==> config.mk <==
export PLATFORM = sky130hd
export DESIGN_NAME = uart_rx_fifo
export DESIGN_NICKNAME = d
export VERILOG_FILES = /design/src/rtl/uart_rx_fifo.sv
export SDC_FILE = /design/constraint.sdc
export NUM_CORES = 1
export LEC_CHECK = 0
export BUFFER_PORTS_ARGS = -buffer_cell sky130_fd_sc_hd__buf_2
export CORE_MARGIN = 8
export CORE_UTILIZATION = 55
export DETAILED_ROUTE_END_ITERATION = 16
export PLACE_DENSITY = 0.73
export RECOVER_POWER = 100
export REMOVE_ABC_BUFFERS = 1
export SLEW_MARGIN = 25
export SYNTH_ARGS = -nofsm -noshare
export SYNTH_HDL_FRONTEND = slang
export SYNTH_SLANG_ARGS = --single-unit
==> constraint.sdc <==
create_clock -name clk_i -period 8.65 [get_ports clk_i]
set_clock_uncertainty 0.15 [all_clocks]
set_input_delay 0.865 -clock clk_i [delete_from_list [all_inputs] [get_ports clk_i]]
set_output_delay 0.865 -clock clk_i [all_outputs]
set_load 0.01 [all_outputs]
==> src/rtl/uart_rx_fifo.sv <==
// UART 8N1 receiver feeding a first-word-fall-through byte FIFO.
// Frame errors and FIFO overruns are reported as single-cycle pulses.
module uart_rx_fifo #(
  parameter int unsigned CLKS_PER_BIT = 87,
  parameter int unsigned FIFO_AW      = 3
) (
  input  logic             clk_i,
  input  logic             rst_n_i,
  input  logic             rx_i,
  output logic [7:0]       rd_data_o,
  output logic             rd_valid_o,
  input  logic             rd_ready_i,
  output logic             frame_err_o,
  output logic             overrun_o,
  output logic [FIFO_AW:0] level_o
);

  localparam int unsigned Depth   = 2 ** FIFO_AW;
  localparam int unsigned HalfInt = CLKS_PER_BIT / 2 - 1;
  localparam int unsigned FullInt = CLKS_PER_BIT - 1;
  localparam logic [15:0] HalfBit = HalfInt[15:0];
  localparam logic [15:0] FullBit = FullInt[15:0];
  localparam logic [FIFO_AW-1:0] PtrOne  = 1;
  localparam logic [FIFO_AW:0]   CntOne  = 1;
  localparam logic [FIFO_AW:0]   CntFull = Depth[FIFO_AW:0];

  typedef enum logic [2:0] {StIdle, StStart, StData, StStop, StWaitHigh} state_e;

  logic rx_meta_q, rx_s_q, rx_d_q;

  always_ff @(posedge clk_i) begin
    if (!rst_n_i) begin
      rx_meta_q <= 1'b1;
      rx_s_q    <= 1'b1;
      rx_d_q    <= 1'b1;
    end else begin
      rx_meta_q <= rx_i;
      rx_s_q    <= rx_meta_q;
      rx_d_q    <= rx_s_q;
    end
  end

  state_e      state_q, state_d;
  logic [15:0] cnt_q, cnt_d;
  logic [2:0]  idx_q, idx_d;
  logic [7:0]  shift_q, shift_d;
  logic        push_q, push_d;
  logic        frame_err_q, frame_err_d;

  always_ff @(posedge clk_i) begin
    if (!rst_n_i) begin
      state_q     <= StIdle;
      cnt_q       <= '0;
      idx_q       <= '0;
      shift_q     <= '0;
      push_q      <= 1'b0;
      frame_err_q <= 1'b0;
    end else begin
      state_q     <= state_d;
      cnt_q       <= cnt_d;
      idx_q       <= idx_d;
      shift_q     <= shift_d;
      push_q      <= push_d;
      frame_err_q <= frame_err_d;
    end
  end

  always_comb begin
    state_d     = state_q;
    cnt_d       = cnt_q;
    idx_d       = idx_q;
    shift_d     = shift_q;
    push_d      = 1'b0;
    frame_err_d = 1'b0;
    unique case (state_q)
      StIdle: begin
        if (rx_d_q && !rx_s_q) begin
          state_d = StStart;
          cnt_d   = HalfBit;
        end
      end
      StStart: begin
        if (cnt_q == '0) begin
          if (!rx_s_q) begin
            state_d = StData;
            cnt_d   = FullBit;
            idx_d   = '0;
          end else begin
            state_d = StIdle;
          end
        end else begin
          cnt_d = cnt_q - 16'd1;
        end
      end
      StData: begin
        if (cnt_q == '0) begin
          shift_d[idx_q] = rx_s_q;
          cnt_d          = FullBit;
          idx_d          = idx_q + 3'd1;
          if (idx_q == 3'd7) state_d = StStop;
        end else begin
          cnt_d = cnt_q - 16'd1;
        end
      end
      StStop: begin
        if (cnt_q == '0) begin
          if (rx_s_q) begin
            push_d  = 1'b1;
            state_d = StIdle;
          end else begin
            frame_err_d = 1'b1;
            state_d     = StWaitHigh;
          end
        end else begin
          cnt_d = cnt_q - 16'd1;
        end
      end
      StWaitHigh: begin
        if (rx_s_q) state_d = StIdle;
      end
      default: state_d = StIdle;
    endcase
  end

  // The byte stays stable in shift_q during the write cycle: DATA is many cycles away.
  logic [7:0]         mem_q [Depth];
  logic [FIFO_AW-1:0] wr_ptr_q, rd_ptr_q;
  logic [FIFO_AW:0]   count_q, count_d;
  logic               full, pop, wr_en;

  assign full  = (count_q == CntFull);
  assign pop   = (count_q != '0) && rd_ready_i;
  assign wr_en = push_q && (!full || pop);

  always_comb begin
    count_d = count_q;
    if (wr_en && !pop)      count_d = count_q + CntOne;
    else if (!wr_en && pop) count_d = count_q - CntOne;
  end

  always_ff @(posedge clk_i) begin
    if (!rst_n_i) begin
      wr_ptr_q <= '0;
      rd_ptr_q <= '0;
      count_q  <= '0;
    end else begin
      if (wr_en) wr_ptr_q <= wr_ptr_q + PtrOne;
      if (pop)   rd_ptr_q <= rd_ptr_q + PtrOne;
      count_q <= count_d;
    end
  end

  always_ff @(posedge clk_i) begin
    if (wr_en) mem_q[wr_ptr_q] <= shift_q;
  end

  assign rd_valid_o  = (count_q != '0);
  assign rd_data_o   = rd_valid_o ? mem_q[rd_ptr_q] : 8'h00;
  assign level_o     = count_q;
  assign frame_err_o = frame_err_q;
  assign overrun_o   = push_q && full && !pop;

endmodule

==> results of run 1 <==
-- registers in the layout, indices dropped and copies added (netlist names), named ones only --
name	count
cnt_q	16
frame_err_o	1
idx_q	3
level_o	4
mem_q	64
push_q	1
rd_ptr_q	3
rx_d_q	1
rx_meta_q	1
rx_s_q	1
shift_q	8
state_q	3
wr_ptr_q	3
-- through the flow --
step                instances  cell area (sq um)  setup slack (ps)
floorplan                 371               4750              5430
global placement          497               4990              5360
detailed placement        497               5000              5230
CTS                       513               5180              5190
global route              513               5120              4220
finish                    513               5120              4650
-- placed cells by master (no fill, tap or decap), types with 3 or more instances in the layout --
cell                        Yosys  layout
sky130_fd_sc_hd__edfxtp_1      64      64
sky130_fd_sc_hd__dfxtp_1       48      47
sky130_fd_sc_hd__nor2_1        46      46
sky130_fd_sc_hd__a21oi_1       25      25
sky130_fd_sc_hd__clkbuf_1      10      18
sky130_fd_sc_hd__nand2_1       17      17
sky130_fd_sc_hd__mux4_2        16      16
sky130_fd_sc_hd__nor3_1        15      15
sky130_fd_sc_hd__o21ai_0       12      13
sky130_fd_sc_hd__inv_1         12      12
sky130_fd_sc_hd__mux2i_1       11      11
sky130_fd_sc_hd__xor2_1        11      11
sky130_fd_sc_hd__nand2b_1      10      10
sky130_fd_sc_hd__or4_1          9      10
sky130_fd_sc_hd__ha_1           9       9
sky130_fd_sc_hd__clkbuf_8       0       9
sky130_fd_sc_hd__o31ai_1        8       8
sky130_fd_sc_hd__nand3_1        7       7
sky130_fd_sc_hd__o2111ai_1      6       6
sky130_fd_sc_hd__xnor2_1        4       4
sky130_fd_sc_hd__or3_1          4       4
sky130_fd_sc_hd__a31oi_1        3       3
sky130_fd_sc_hd__nor4b_1        2       3
sky130_fd_sc_hd__nand4_1        3       3
-- final cells by class --
type                       count  area (sq um)  share of cell area [%]
clock buffer                  10           128                    2.49
clock inverter                 6          56.3                    1.10
timing repair buffer          18          68.8                    1.34
inverter                      13          48.8                   0.953
multi-input combinational    246          1800                    35.1
tap                          108           135                    2.64
sequential                   112          2880                    56.3
-- path summary, 6_finish.rpt --
| check | end | slack (ps) |
|---|---|---|
| worst max-delay path | level_o[3]$_SDFFE_PN0P_ | 4650 |
| worst min-delay path | rx_s_q$_SDFF_PN1_ | 270 |
| worst min register to register | rx_s_q$_SDFF_PN1_ | 270 |
| worst max register to register | level_o[3]$_SDFFE_PN0P_ | 4650 |
-- worst register-to-register path: stages, from the launching register on --
cell,delay [ps]
sky130_fd_sc_hd__dfxtp_1,400
sky130_fd_sc_hd__nor4_1,1420
sky130_fd_sc_hd__inv_1,260
sky130_fd_sc_hd__nand2_1,220
sky130_fd_sc_hd__ha_1,210
sky130_fd_sc_hd__inv_1,100
sky130_fd_sc_hd__ha_1,280
sky130_fd_sc_hd__a21o_1,180
sky130_fd_sc_hd__a21oi_1,180
sky130_fd_sc_hd__xnor2_1,90
sky130_fd_sc_hd__or3_1,300
sky130_fd_sc_hd__a21oi_1,140
-- power by group through the flow --
stage | Clock [mW] | Combinational (mW) | Sequential (mW)
after CTS | 0.303 | 0.404 | 0.654
after global placement | 0 | 0.395 | 0.664
after global routing | 0.321 | 0.427 | 0.661
after detailed placement | 0 | 0.402 | 0.666
final | 0.296 | 0.383 | 0.652
after floorplan | 0 | 0.297 | 0.653
-- kinds of logic after synthesis --
group	count (synthesis)
buffers and inverters	30
multiplexers	27
XOR/XNOR	15
AO/OA/AOI/OAI	70
adder cells (fa/ha/maj)	10
AND/OR/NAND/NOR	124
flip-flops	112
-- layer usage --
layer  vias up  wire length [microns]  GRT usage [%]
met4         0                    127           6.65
met1      1519                   4000           19.3
met3        11                    321           3.05
li1       1486                      -              -
met5         -                      0              0
met2        57                   4340           26.1
==> flow_results.xml, run 1 <==
<?xml version="1.0" encoding="UTF-8"?>
<metrics>
  <group name="run_status">
    <metric name="outcome" unit="">complete, but fails checks</metric>
    <metric name="violations" unit="">capacitance limit, slew limit</metric>
  </group>
  <group name="run">
    <metric name="maxCapViolCount" unit="">1</metric>
  </group>
  <group name="routing">
    <metric name="detailroute.via_count" unit="">3073</metric>
    <metric name="vias_cell" unit="">5.99</metric>
    <metric name="detailedRoute.firstPassIterationCount" unit="">4</metric>
    <metric name="ant_nets" unit="">0</metric>
    <metric name="route.detailed.drc" unit="">0</metric>
    <metric name="starting_drc_count_in_detailed_routing" unit="">115</metric>
    <metric name="wire_per_inst" unit="microns">17.1</metric>
    <metric name="wirelength" unit="mm">8.79</metric>
  </group>
  <group name="timing">
    <metric name="setup_viol" unit="">0</metric>
    <metric name="setup-tns-final" unit="ps">0</metric>
    <metric name="tightest_hold_margin" unit="ps">267</metric>
    <metric name="fin_crit_sh" unit="%">46.3</metric>
    <metric name="fmax" unit="MHz">250</metric>
    <metric name="slew_viols_final" unit="">10</metric>
    <metric name="timing_worst_slew_pin_value" unit="ps">1720</metric>
    <metric name="hold_viol" unit="">0</metric>
    <metric name="slew_headroom" unit="%">-15.7</metric>
    <metric name="timing.final.crit_period" unit="ps">4000</metric>
    <metric name="unrepaired_setup_endpoints_after_global_routing" unit="">false</metric>
  </group>
  <group name="layout">
    <metric name="finalCoreUtilization" unit="%">59.3</metric>
    <metric name="final_net_count" unit="">414</metric>
    <metric name="area.growth.synth_to_final" unit="%">5.98</metric>
    <metric name="n_fill_cell" unit="">693</metric>
    <metric name="num_antenna_cells" unit="">0</metric>
    <metric name="layout-drive-gt1-share" unit="%">9.14</metric>
  </group>
  <group name="power_and_ir_drop">
    <metric name="peakVddDrop" unit="mV">0.141</metric>
    <metric name="leakage" unit="nW">1.67</metric>
    <metric name="comb_power_share" unit="%">28.8</metric>
    <metric name="pwr-share-clk" unit="%">22.2</metric>
    <metric name="pwrdens" unit="nW/um^2">260</metric>
    <metric name="swShare" unit="%">34.6</metric>
    <metric name="power.switching" unit="mW">0.461</metric>
    <metric name="p_int" unit="mW">0.870</metric>
    <metric name="power.sequential.fraction" unit="%">49.0</metric>
    <metric name="power.total" unit="mW">1.33</metric>
  </group>
  <group name="clock_network">
    <metric name="cts.repair.resized" unit="">0</metric>
    <metric name="post-cts-setup-buffers" unit="">0</metric>
    <metric name="cts_root_buffer" unit="">sky130_fd_sc_hd__clkbuf_8</metric>
    <metric name="clk_transition_reported_paths" unit="ps">110</metric>
    <metric name="htreeDepth" unit="">3</metric>
    <metric name="tritoncts_num_sinks" unit="">112</metric>
    <metric name="cts-buffers-inserted" unit="">9</metric>
    <metric name="clk_path_buf_depth" unit="">2</metric>
    <metric name="tritoncts_clock_tree" unit="">yes</metric>
    <metric name="clkLatencyLatePin" unit="ps">370</metric>
    <metric name="postCtsHoldBufs" unit="">0</metric>
  </group>
  <group name="floorplanning">
    <metric name="rows" unit="">34</metric>
    <metric name="start_util" unit="%">55.9</metric>
    <metric name="floorplan.core_area" unit="sq um">8640</metric>
    <metric name="die_outline_area" unit="sq um">12000</metric>
    <metric name="dieWidth" unit="microns">110</metric>
    <metric name="ios" unit="">19</metric>
    <metric name="die_h" unit="microns">110</metric>
  </group>
  <group name="synthesis">
    <metric name="yosys_most_used_dff" unit="">sky130_fd_sc_hd__edfxtp_1</metric>
    <metric name="synth_edf_count" unit="">64</metric>
    <metric name="synthDominantAreaCellType" unit="">sky130_fd_sc_hd__edfxtp_1</metric>
    <metric name="synth.area.top_cells" unit="">sky130_fd_sc_hd__edfxtp_1, sky130_fd_sc_hd__dfxtp_1, sky130_fd_sc_hd__mux4_2, sky130_fd_sc_hd__nor2_1, sky130_fd_sc_hd__a21oi_1</metric>
    <metric name="synth_adder_area_share" unit="%">2.75</metric>
    <metric name="post_synth_instance_area" unit="sq um">4830</metric>
    <metric name="syn_area_cell" unit="sq um">12.4</metric>
    <metric name="post-synth-top-area-fraction" unit="%">39.8</metric>
    <metric name="synthArstFlopShare" unit="%">0</metric>
    <metric name="yosys.area_share.xor_xnor" unit="%">2.72</metric>
    <metric name="synth.most_common_cell" unit="">sky130_fd_sc_hd__edfxtp_1</metric>
    <metric name="post_synth_most_frequent_cells" unit="">sky130_fd_sc_hd__edfxtp_1, sky130_fd_sc_hd__dfxtp_1, sky130_fd_sc_hd__nor2_1</metric>
    <metric name="dominant_combinational_cell_family_by_area_after_synthesis" unit="">simple AND/OR/NAND/NOR gates</metric>
    <metric name="number_of_storage_elements_in_the_synthesis_netlist" unit="">112</metric>
    <metric name="ys_warns" unit="">0</metric>
    <metric name="ys_seq_area_share" unit="%">59.7</metric>
    <metric name="yosysUniqueCellTypes" unit="">49</metric>
    <metric name="postSynthCellCount" unit="">388</metric>
    <metric name="synth-compound-area-share" unit="%">9.17</metric>
    <metric name="synth.area.mux_share" unit="%">9.74</metric>
    <metric name="synth_simple_gate_area_share" unit="%">13.4</metric>
  </group>
  <group name="placed_design">
    <metric name="dp_hpwl" unit="mm">6.00</metric>
    <metric name="gp_congestion" unit="">0.817</metric>
    <metric name="io_buffer_count" unit="">18</metric>
  </group>
  <group name="setup_path">
    <metric name="cp_max_fo" unit="">9</metric>
    <metric name="cp_cell_sequence" unit="">nor4_1 &gt; inv_1 &gt; nand2_1 &gt; ha_1 &gt; inv_1 &gt; ha_1 &gt; a21o_1 &gt; a21oi_1 &gt; xnor2_1 &gt; or3_1 &gt; a21oi_1</metric>
    <metric name="critPathArrivalTime" unit="ps">4140</metric>
    <metric name="worst_r2r_path_depth" unit="">11</metric>
    <metric name="critical_path_class" unit="">flop to flop</metric>
    <metric name="critical-path-max-stage-delay" unit="ps">1420</metric>
    <metric name="timing.critical_path.required" unit="ps">8790</metric>
    <metric name="cp_num_cells" unit="">11</metric>
    <metric name="critPathCaptureType" unit="">flop</metric>
    <metric name="crit_family" unit="">simple AND/OR/NAND/NOR gates</metric>
    <metric name="crit_buf_inv" unit="">2</metric>
    <metric name="rr_startpoint" unit="">level_o[0]$_SDFFE_PN0P_</metric>
    <metric name="startpoint_of_the_most_critical_setup_path" unit="">level_o[0]$_SDFFE_PN0P_</metric>
    <metric name="critPathSlowestCell" unit="">sky130_fd_sc_hd__nor4_1</metric>
    <metric name="cp-start-kind" unit="">flop</metric>
  </group>
  <group name="grt">
    <metric name="via_count_of_the_first_global_routing_pass" unit="">3060</metric>
    <metric name="grt_start_max_net_pins" unit="">27</metric>
    <metric name="all_layer_gr_usage" unit="%">15.6</metric>
    <metric name="grt_antenna_before_repair" unit="">0</metric>
    <metric name="grt_pass1_wl" unit="mm">14.7</metric>
    <metric name="leftover_overflow_at_the_end_of_global_routing" unit="">0</metric>
  </group>
  <group name="hold_path">
    <metric name="min-delay-start" unit="">rx_meta_q$_SDFF_PN1_</metric>
    <metric name="hold_path_class" unit="">flop to flop</metric>
    <metric name="min_delay_path_depth" unit="">1</metric>
  </group>
</metrics>
(Power assumes the default switching activity.)
==> inputs of run 2 (changes only) <==
==> constraint.sdc (replaced) <==
create_clock -name clk_i -period 3.7 [get_ports clk_i]
set_clock_uncertainty 0.15 [all_clocks]
set_input_delay 0.37 -clock clk_i [delete_from_list [all_inputs] [get_ports clk_i]]
set_output_delay 0.37 -clock clk_i [all_outputs]
set_load 0.01 [all_outputs]
==> run 2 against run 1 <==
The run now ends clean. First-iteration DRC count is 73% higher. Hold slack worse by 240 ps. Die area stayed put. Register-to-register slack worse by 4200 ps. Sequential power is 130% higher. Clock power is 130% higher. Non-clock buffer count is 10 higher. Power is 140% higher. Flip-flop and latch count stayed put.
==> flow_results.xml, run 2 (synthesis gave the netlist of run 1 again) <==
<?xml version="1.0" encoding="UTF-8"?>
<metrics>
  <group name="layout">
    <metric name="largest_reg_flops" unit="">64</metric>
    <metric name="most_common_cell_after_layout_fill_and_taps_aside" unit="">sky130_fd_sc_hd__edfxtp_1</metric>
    <metric name="commonest_cells_after_routing_fill_and_taps_aside" unit="">sky130_fd_sc_hd__edfxtp_1, sky130_fd_sc_hd__dfxtp_1, sky130_fd_sc_hd__nor2_1</metric>
    <metric name="multi_input_comb_area" unit="sq um">1830</metric>
    <metric name="final_net_count" unit="">424</metric>
    <metric name="seq_area" unit="sq um">2880</metric>
    <metric name="leading_registers_by_flop_count" unit="">mem_q (64), cnt_q (16), shift_q (8)</metric>
    <metric name="final_cell_area" unit="sq um">5200</metric>
    <metric name="area.growth.synth_to_final" unit="%">7.69</metric>
    <metric name="n_fill_cell" unit="">684</metric>
    <metric name="finalCoreUtilization" unit="%">60.2</metric>
    <metric name="top_register" unit="">mem_q</metric>
    <metric name="layout-drive-gt1-share" unit="%">10.4</metric>
    <metric name="num_antenna_cells" unit="">0</metric>
  </group>
  <group name="setup_path">
    <metric name="critical_path_class" unit="">flop to flop</metric>
    <metric name="timing.critical_path.required" unit="ps">3800</metric>
    <metric name="crit_buf_inv" unit="">0</metric>
    <metric name="cp-start-kind" unit="">flop</metric>
    <metric name="critical_path.most_common_cell" unit="">sky130_fd_sc_hd__or4_1</metric>
    <metric name="critPathSlowestCell" unit="">sky130_fd_sc_hd__or4_1</metric>
    <metric name="worst_r2r_path_depth" unit="">5</metric>
    <metric name="critical-path-max-stage-delay" unit="ps">910</metric>
    <metric name="critPathArrivalTime" unit="ps">3350</metric>
    <metric name="cp_max_fo" unit="">21</metric>
    <metric name="crit_family" unit="">simple AND/OR/NAND/NOR gates</metric>
    <metric name="rr_startpoint" unit="">cnt_q[6]$_SDFFE_PN0P_</metric>
    <metric name="r2r_end" unit="">cnt_q[0]$_SDFFE_PN0P_</metric>
    <metric name="critPathCaptureType" unit="">flop</metric>
    <metric name="reg2reg_slack" unit="ps">450</metric>
    <metric name="cp_cell_sequence" unit="">or4_1 &gt; or4_1 &gt; nor4b_2 &gt; a211o_1 &gt; nor2_1</metric>
  </group>
  <group name="routing">
    <metric name="route.detailed.drc" unit="">0</metric>
    <metric name="detailroute.via_count" unit="">3090</metric>
    <metric name="wirelength" unit="mm">9.00</metric>
    <metric name="detailedRoute.firstPassIterationCount" unit="">4</metric>
    <metric name="vias_cell" unit="">5.91</metric>
    <metric name="wire_per_inst" unit="microns">17.2</metric>
    <metric name="starting_drc_count_in_detailed_routing" unit="">199</metric>
    <metric name="ant_nets" unit="">0</metric>
  </group>
  <group name="placed_design">
    <metric name="placement.cell_area" unit="sq um">5060</metric>
    <metric name="dp_hpwl" unit="mm">6.04</metric>
    <metric name="io_buffer_count" unit="">18</metric>
    <metric name="gp_congestion" unit="">0.831</metric>
  </group>
  <group name="timing">
    <metric name="unrepaired_setup_endpoints_after_global_routing" unit="">false</metric>
    <metric name="timing_worst_slew_pin_value" unit="ps">823</metric>
    <metric name="fin_crit_sh" unit="%">87.8</metric>
    <metric name="fmax" unit="MHz">308</metric>
    <metric name="tightest_hold_margin" unit="ps">25.6</metric>
    <metric name="slew_viols_final" unit="">0</metric>
    <metric name="setup_viol" unit="">0</metric>
    <metric name="slew_headroom" unit="%">44.9</metric>
    <metric name="timing.final.crit_period" unit="ps">3250</metric>
    <metric name="hold_viol" unit="">0</metric>
    <metric name="setup-tns-final" unit="ps">0</metric>
  </group>
  <group name="grt">
    <metric name="grt_pass1_wl" unit="mm">14.8</metric>
    <metric name="grt_start_max_net_pins" unit="">27</metric>
    <metric name="leftover_overflow_at_the_end_of_global_routing" unit="">0</metric>
    <metric name="via_count_of_the_first_global_routing_pass" unit="">3034</metric>
    <metric name="all_layer_gr_usage" unit="%">15.9</metric>
    <metric name="grt_antenna_before_repair" unit="">0</metric>
  </group>
  <group name="floorplanning">
    <metric name="die_h" unit="microns">110</metric>
    <metric name="rows" unit="">34</metric>
    <metric name="die_outline_area" unit="sq um">12000</metric>
    <metric name="floorplan.core_area" unit="sq um">8640</metric>
    <metric name="dieWidth" unit="microns">110</metric>
    <metric name="ios" unit="">19</metric>
    <metric name="start_util" unit="%">55.9</metric>
  </group>
  <group name="clock_network">
    <metric name="htreeDepth" unit="">3</metric>
    <metric name="cts.repair.resized" unit="">0</metric>
    <metric name="postCtsHoldBufs" unit="">0</metric>
    <metric name="cts_root_buffer" unit="">sky130_fd_sc_hd__clkbuf_8</metric>
    <metric name="tritoncts_num_sinks" unit="">112</metric>
    <metric name="cts-buffers-inserted" unit="">9</metric>
    <metric name="post-cts-setup-buffers" unit="">0</metric>
    <metric name="clk_path_buf_depth" unit="">2</metric>
    <metric name="tritoncts_clock_tree" unit="">yes</metric>
    <metric name="clkLatencyLatePin" unit="ps">370</metric>
    <metric name="clk_transition_reported_paths" unit="ps">100</metric>
  </group>
  <group name="run">
    <metric name="maxCapViolCount" unit="">0</metric>
  </group>
  <group name="hold_path">
    <metric name="min-delay-start" unit="">rx_i</metric>
    <metric name="hold-path-endpoint" unit="">rx_meta_q$_SDFF_PN1_</metric>
    <metric name="hold_path_class" unit="">input pin to flop</metric>
    <metric name="min_delay_path_depth" unit="">2</metric>
  </group>
  <group name="power_and_ir_drop">
    <metric name="leakage" unit="nW">1.71</metric>
    <metric name="peakVddDrop" unit="mV">0.280</metric>
    <metric name="pwrdens" unit="nW/um^2">605</metric>
  </group>
  <group name="run_status">
    <metric name="outcome" unit="">complete, no violations</metric>
  </group>
</metrics>
[run 2: power breakdown]
group | internal (mW) | switching (mW) | total [mW] | leakage [nW]
Combinational | 0.412 | 0.560 | 0.972 | 0.628
Sequential | 1.38 | 0.106 | 1.49 | 0.983
Clock | 0.265 | 0.426 | 0.691 | 0.0965
Total | 2.06 | 1.09 | 3.15 | 1.71
[run 2: worst max-delay path by stage]
stage / from / end / slack (ps) / depth (start not counted)
detailed placement: cnt_q[6]$_SDFFE_PN0P_ / cnt_q[9]$_SDFFE_PN0P_ / 700 / 5
finish: cnt_q[6]$_SDFFE_PN0P_ / cnt_q[0]$_SDFFE_PN0P_ / 450 / 5
floorplan: level_o[0]$_SDFFE_PN0P_ / level_o[3]$_SDFFE_PN0P_ / 480 / 11
global route: cnt_q[7]$_SDFFE_PN0P_ / cnt_q[15]$_SDFFE_PN0P_ / 280 / 5
CTS: cnt_q[6]$_SDFFE_PN0P_ / cnt_q[0]$_SDFFE_PN0P_ / 680 / 5
global placement: cnt_q[6]$_SDFFE_PN0P_ / cnt_q[9]$_SDFFE_PN0P_ / 760 / 5
[run 2: layout make-up]
type | instances | share of cell area (%)
multi-input combinational | 246 | 35.1
clock buffer | 10 | 2.45
timing repair buffer | 28 | 2.29
clock inverter | 6 | 1.20
tap | 108 | 2.60
sequential | 112 | 55.4
inverter | 13 | 0.938
[run 2: stage by stage]
stage	total power [mW]	cells	worst slack, ps
3_5_place_dp	2.53	507	695
4_1_cts	3.21	523	683
6_report	3.15	523	450
3_3_place_gp	2.50	507	761
5_1_grt	3.35	523	283
2_1_floorplan	2.22	371	482
[run 2: layer usage]
layer  wire, microns  vias up  GRT usage (%)
met5               0        -              0
met2            4550       61           27.2
li1                -     1512              -
met1            3930     1505           19.3
met4             140        0           6.27
met3             382       12           3.22
